### src/rtl/apb_gpio_v2.sv
// apb_gpio_v2: APB3 GPIO with atomic set/clear/toggle, per-pin debounce,
// level/edge/both-edge interrupts and programmable APB wait states.

// Per-pin input path: two-flop synchroniser, debounce filter, delayed copy
// for edge detection, and the interrupt set condition for this pin.
module apb_gpio_v2_pin #(
    parameter int DEB_W = 8
) (
    input  logic             pclk,
    input  logic             preset,
    input  logic             pin,
    input  logic             deb_en,
    input  logic [DEB_W-1:0] deb_cnt,
    input  logic             int_en,
    input  logic             int_type,
    input  logic             int_pol,
    input  logic             int_both,
    output logic             filt,
    output logic             set_evt
);
    logic             s1_q, s1_d, s2_q, s2_d;
    logic             filt_q, filt_d, filt_dly_q, filt_dly_d;
    logic [DEB_W-1:0] dcnt_q, dcnt_d;

    // Synchroniser shift, debounce counter and filtered value
    always_comb begin
        s1_d       = pin;
        s2_d       = s1_q;
        filt_d     = filt_q;
        dcnt_d     = dcnt_q;
        filt_dly_d = filt_q;
        if (!deb_en) begin
            filt_d = s2_q;
            dcnt_d = '0;
        end else if (s2_q == filt_q) begin
            dcnt_d = '0;
        end else if (dcnt_q == deb_cnt) begin
            // threshold compare is live, so a lowered DEB_CNT below dcnt
            // only matches after the counter wraps
            filt_d = s2_q;
            dcnt_d = '0;
        end else begin
            dcnt_d = dcnt_q + 1'b1;
        end
    end

    // Interrupt set condition, masked by the pin enable
    always_comb begin
        set_evt = 1'b0;
        if (int_en) begin
            if (!int_type)     set_evt = (filt_q == int_pol);
            else if (int_both) set_evt = filt_q ^ filt_dly_q;
            else if (int_pol)  set_evt = filt_q & ~filt_dly_q;
            else               set_evt = ~filt_q & filt_dly_q;
        end
    end

    // Input path state
    always_ff @(posedge pclk or posedge preset) begin
        if (preset) begin
            s1_q       <= 1'b0;
            s2_q       <= 1'b0;
            filt_q     <= 1'b0;
            filt_dly_q <= 1'b0;
            dcnt_q     <= '0;
        end else begin
            s1_q       <= s1_d;
            s2_q       <= s2_d;
            filt_q     <= filt_d;
            filt_dly_q <= filt_dly_d;
            dcnt_q     <= dcnt_d;
        end
    end

    assign filt = filt_q;
endmodule

module apb_gpio_v2 #(
    parameter int ADDR_WIDTH  = 8,
    parameter int NUM_GPIOS   = 32,
    parameter int DEB_W       = 8,
    parameter int WAIT_STATES = 0
) (
    input  logic                  pclk,
    input  logic                  preset,
    input  logic                  psel,
    input  logic                  penable,
    input  logic                  pwrite,
    input  logic [ADDR_WIDTH-1:0] paddr,
    input  logic [31:0]           pwdata,
    output logic [31:0]           prdata,
    output logic                  pready,
    output logic                  pslverr,
    input  logic [NUM_GPIOS-1:0]  gpio_in,
    output logic [NUM_GPIOS-1:0]  gpio_out,
    output logic [NUM_GPIOS-1:0]  gpio_oe,
    output logic                  gpio_irq
);
    localparam logic [1:0] WS = 2'(WAIT_STATES);

    localparam logic [7:0] A_DATA_OUT = 8'h00, A_DIR      = 8'h04, A_DATA_IN  = 8'h08,
                           A_SET      = 8'h0C, A_CLR      = 8'h10, A_TGL      = 8'h14,
                           A_INT_EN   = 8'h18, A_INT_STAT = 8'h1C, A_INT_TYPE = 8'h20,
                           A_INT_POL  = 8'h24, A_INT_BOTH = 8'h28, A_DEB_EN   = 8'h2C,
                           A_DEB_CNT  = 8'h30;

    logic [7:0]           offs;
    logic                 access, wr_en, mapped;
    logic [1:0]           wcnt_q, wcnt_d;
    logic [31:0]          rdata;
    logic [NUM_GPIOS-1:0] wmask;

    logic [NUM_GPIOS-1:0] data_out_q, data_out_d, dir_q, dir_d;
    logic [NUM_GPIOS-1:0] int_en_q, int_en_d, int_stat_q, int_stat_d;
    logic [NUM_GPIOS-1:0] int_type_q, int_type_d, int_pol_q, int_pol_d;
    logic [NUM_GPIOS-1:0] int_both_q, int_both_d, deb_en_q, deb_en_d;
    logic [DEB_W-1:0]     deb_cnt_q, deb_cnt_d;
    logic [NUM_GPIOS-1:0] filt_vec, set_vec;

    assign offs   = paddr[7:0];
    assign access = psel & penable;
    // reset gates pready so an aborted transfer can never complete
    assign pready = access & (wcnt_q == WS) & ~preset;
    assign wr_en  = pready & pwrite;
    assign wmask  = pwdata[NUM_GPIOS-1:0];

    // Wait-state counter: runs only during the access phase
    always_comb begin
        wcnt_d = '0;
        if (access) wcnt_d = (wcnt_q != WS) ? wcnt_q + 2'd1 : wcnt_q;
    end

    // Address decode and read mux
    always_comb begin
        mapped = 1'b1;
        rdata  = '0;
        case (offs)
            A_DATA_OUT: rdata = 32'(data_out_q);
            A_DIR:      rdata = 32'(dir_q);
            A_DATA_IN:  rdata = 32'(filt_vec);
            A_SET, A_CLR, A_TGL: rdata = '0;
            A_INT_EN:   rdata = 32'(int_en_q);
            A_INT_STAT: rdata = 32'(int_stat_q);
            A_INT_TYPE: rdata = 32'(int_type_q);
            A_INT_POL:  rdata = 32'(int_pol_q);
            A_INT_BOTH: rdata = 32'(int_both_q);
            A_DEB_EN:   rdata = 32'(deb_en_q);
            A_DEB_CNT:  rdata = 32'(deb_cnt_q);
            default:    mapped = 1'b0;
        endcase
    end

    assign prdata  = pready ? rdata : '0;
    assign pslverr = pready & ~mapped;

    // Register write side; interrupt set events always win over W1C
    always_comb begin
        data_out_d = data_out_q;
        dir_d      = dir_q;
        int_en_d   = int_en_q;
        int_stat_d = int_stat_q | set_vec;
        int_type_d = int_type_q;
        int_pol_d  = int_pol_q;
        int_both_d = int_both_q;
        deb_en_d   = deb_en_q;
        deb_cnt_d  = deb_cnt_q;
        if (wr_en) begin
            case (offs)
                A_DATA_OUT: data_out_d = wmask;
                A_DIR:      dir_d      = wmask;
                A_SET:      data_out_d = data_out_q | wmask;
                A_CLR:      data_out_d = data_out_q & ~wmask;
                A_TGL:      data_out_d = data_out_q ^ wmask;
                A_INT_EN:   int_en_d   = wmask;
                A_INT_STAT: int_stat_d = (int_stat_q & ~wmask) | set_vec;
                A_INT_TYPE: int_type_d = wmask;
                A_INT_POL:  int_pol_d  = wmask;
                A_INT_BOTH: int_both_d = wmask;
                A_DEB_EN:   deb_en_d   = wmask;
                A_DEB_CNT:  deb_cnt_d  = pwdata[DEB_W-1:0];
                default: ;
            endcase
        end
    end

    // Register and wait-counter state
    always_ff @(posedge pclk or posedge preset) begin
        if (preset) begin
            wcnt_q     <= '0;
            data_out_q <= '0;
            dir_q      <= '0;
            int_en_q   <= '0;
            int_stat_q <= '0;
            int_type_q <= '0;
            int_pol_q  <= '0;
            int_both_q <= '0;
            deb_en_q   <= '0;
            deb_cnt_q  <= '0;
        end else begin
            wcnt_q     <= wcnt_d;
            data_out_q <= data_out_d;
            dir_q      <= dir_d;
            int_en_q   <= int_en_d;
            int_stat_q <= int_stat_d;
            int_type_q <= int_type_d;
            int_pol_q  <= int_pol_d;
            int_both_q <= int_both_d;
            deb_en_q   <= deb_en_d;
            deb_cnt_q  <= deb_cnt_d;
        end
    end

    for (genvar g = 0; g < NUM_GPIOS; g++) begin : g_pin
        apb_gpio_v2_pin #(.DEB_W(DEB_W)) u_pin (
            .pclk     (pclk),
            .preset   (preset),
            .pin      (gpio_in[g]),
            .deb_en   (deb_en_q[g]),
            .deb_cnt  (deb_cnt_q),
            .int_en   (int_en_q[g]),
            .int_type (int_type_q[g]),
            .int_pol  (int_pol_q[g]),
            .int_both (int_both_q[g]),
            .filt     (filt_vec[g]),
            .set_evt  (set_vec[g])
        );
    end

    assign gpio_out = data_out_q;
    assign gpio_oe  = dir_q;
    assign gpio_irq = |(int_stat_q & int_en_q);
endmodule

### config.mk
export PLATFORM = sky130hd
export DESIGN_NAME = apb_gpio_v2
export DESIGN_NICKNAME = d
export VERILOG_FILES = /design/src/rtl/apb_gpio_v2.sv
export SDC_FILE = /design/constraint.sdc
export NUM_CORES = 2
export LEC_CHECK = 0
export BUFFER_PORTS_ARGS = -buffer_cell sky130_fd_sc_hd__buf_2
export CAP_MARGIN = 30
export CORE_MARGIN = 2
export CORE_UTILIZATION = 64
export CTS_BUF_LIST = sky130_fd_sc_hd__clkbuf_8
export DETAILED_ROUTE_END_ITERATION = 16
export GPL_TIMING_DRIVEN = 1
export PLACE_DENSITY = 0.83
export SKIP_LAST_GASP = 1
export SYNTH_ARGS = -nofsm -noshare
export SYNTH_HDL_FRONTEND = slang
export SYNTH_SLANG_ARGS = --single-unit
### constraint.sdc
create_clock -name pclk -period 21.9 [get_ports pclk]
set_input_delay 1.095 -clock pclk [delete_from_list [all_inputs] [get_ports pclk]]
set_output_delay 1.095 -clock pclk [all_outputs]
set_load 0.005 [all_outputs]
==> out/results.tsv <==
metric	value	unit
status	complete, no violations	
input/output buffers	175	
Mapped Nets	3462	
Reg-to-Reg End	int_both_q[18]$_DFFE_PP0P_	
buffers inserted by post-CTS timing repair	0	
Ys Warns	0	
drt first pass iters	6	
TritonCTS clock tree	built	
CP Capture Type	primary output	
delay-heaviest family, CP	simple AND/OR/NAND/NOR gates	
power per standard cell area	64.3	nW/um^2
Final Max Slew Viols	0	
Synth cell types	70	
Mapped Cells	3224	
commonest non-fill, non-tap cell in the layout	dfrtp_1	
GRT busiest layer	met2	
EDFF count, synth	0	
Root Buffer	clkbuf_8	
Crit path arrival time	4.61	ns
Rows	86	
buffer and inverter count on the worst path	4	
share of layout cells above drive strength 1	19.8	%
Worst-Skew Late Latency	0.76	ns
GRT overflow	0	
Reg with most FFs	g_pin.u_pin.dcnt_q	
deepest clock path buffer count	3	
DP Wirelength	67500	microns
Total Routed Length	101000	microns
max FFs per register	256	
Chip Height	239	microns
Fin. Hold Viols	0	
Starting Density	64.4	%
Worst R2R Start	wcnt_q[0]$_DFFE_PP0P_	
post-route minimum period	5.71	ns
Critical Path, Cell by Cell	buf_2 -> buf_4 -> buf_4 -> or4b_1 -> nor2_1 -> a22oi_1 -> a31oi_1 -> buf_2	
WP data required	20.81	ns
max_slew headroom	26.7	%
Die Wd	239	microns
clock buffer count from CTS	108	
Max Clock Freq	0.175	GHz
M3 GR Usage	8.91	%
HP Start	g_pin[26].u_pin.s1_q$_DFF_PP0_	
Layout Skew	0.0533	ns
gr usage total	35.6	%
Critical Path Start Type	input port	
P_leak	18.0	nW
mean post-synth cell area	10.9	sq um
Worst path slowest cell	nor2_1	
first-pass GRT wire length	155000	microns
most frequent cells in the layout	dfrtp_1, xnor2_1, nor2_1	
Crit Path Class	input port to primary output	
Tcrit/Tclk final	26.1	%
Synth area leaders	dfrtp_1, mux2_2, xnor2_1	
core area	54800	sq um
non-filler instance count after layout	4189	
worst hold endpoint	g_pin[26].u_pin.s2_q$_DFF_PP0_	
sequential share of the synthesized area	46.1	%
Num Clock Sinks	650	
R2R depth	8	
ys async rst share	100	%
CP peak stage delay	0.91	ns
vias in the first global route	27200	
drt first-iter violations	2799	
pin count of the biggest net entering global routing	173	
WL/cell	24.1	microns
Max-cap violations	0	
Nets	3638	
CTS H-tree lvls	3	
Clock Pin Slew Worst Setup and Hold Paths	0.06	ns
Setup Viol. Count Final	0	
hold_ws	0.324	ns
# hold bufs at CTS	0	
Synth top area share	46.1	%
hold path depth	0	
IO Count	176	
maximum vdd ir drop	0.0424	mV
worst hold path class	flip-flop to flip-flop	
placed insts	3992	
area delta synth->final	10.5	%
synthesis-stage register bit count	650	
vias	27000	
Final Wtd Congestion	1.01	
M2 GR Usage	53.3	%
area leader, netlist	dfrtp_1	
# fillers	3709	
Die Area	57000	sq um
Remaining DRCs	0	
Via density	6.45	
mapped cell area	35300	sq um
Synth Flop Type	dfrtp_1	
antenna violations before repair	6	
Resize count post-CTS	0	
antenna-violating nets left	0	
setup_tns	0	ns
CP max FO	46	
R2R Setup Slk	19.01	ns
grt met1 use	47.0	%
slew at the pin closest to its max-slew limit	1.10	ns
RSZ-0062 raised after global routing	no	
layer usage:
metal  share of wire, %  vias up
met5              0.035        -
met1                 39    13400
met2                 44     1589
met4                6.1        6
li1                   -    11700
met3                 11      432
final cells by class:
cell class              instances  area, sq um  share of cell area [%]
repair buffers                217         1290                    3.30
well taps                     704          881                    2.26
clock buffers                 135         1860                    4.77
clock inverters                56          383                   0.983
inverters                     164          623                    1.60
multi-input cells            2259        17600                    45.3
diodes                          4         10.0                  0.0257
flip-flops and latches        650        16300                    41.8
per-stage QoR:
stage	cell area (sq um)	worst slack (ns)	total power, mW	util, %
after floorplan	35300	2.59	1.35	-
after global placement	36600	16.60	1.40	66.8
after detailed placement	36700	16.44	1.41	66.9
after CTS	38900	16.44	2.51	71.0
after global routing	39000	16.18	2.59	71.1
final	39000	16.19	2.50	71.1
worst max path at each step:
stage,to,cells after the start,startpoint
3_5_place_dp,prdata[11],8,paddr[3]
6_report,prdata[11],8,paddr[3]
4_1_cts,prdata[11],8,paddr[3]
5_1_grt,prdata[11],8,paddr[3]
2_1_floorplan,deb_cnt_q[0]$_DFFE_PP0P_,1,preset
3_3_place_gp,prdata[23],8,paddr[3]
cells in the mapped netlist (7+ instances only):
library cell / instances
xnor2_1: 292
o21ai_0: 94
nand2_1: 120
dfrtp_1: 650
a22oi_1: 62
a2bb2oi_1: 16
clkbuf_1: 66
o211ai_1: 76
mux2_4: 30
nand3b_1: 10
mux2i_1: 34
mux2_1: 33
nand4_1: 70
o221ai_1: 12
inv_1: 164
mux2_2: 236
nor2b_1: 7
a221oi_1: 19
and3b_1: 12
and3_1: 73
a21oi_1: 13
a31oi_1: 37
a41oi_1: 9
xor2_1: 222
buf_1: 8
ha_1: 161
nor2_1: 277
a22o_1: 68
nand3_1: 164
nor3b_1: 16
nor3_1: 26
buf_2: 57
buf_6: 16
kinds of logic after synthesis:
family	synth area share, %
buffers and inverters	3.94
AOI/OAI and AO/OA	8.76
adders and majority gates	5.71
muxes	11.0
and+or+nand+nor	11.7
xor gates and xnor gates	12.8
DFF	46.1
power by group:
group | internal (mW) | total (mW) | leakage (nW) | switching [mW]
clock network | 0.602 | 1.11 | 1.27 | 0.504
logic | 0.0497 | 0.144 | 8.00 | 0.0943
registers | 1.22 | 1.25 | 8.69 | 0.0304
total | 1.88 | 2.50 | 18.0 | 0.629
Note: power is estimated with default switching activity, not from simulation.
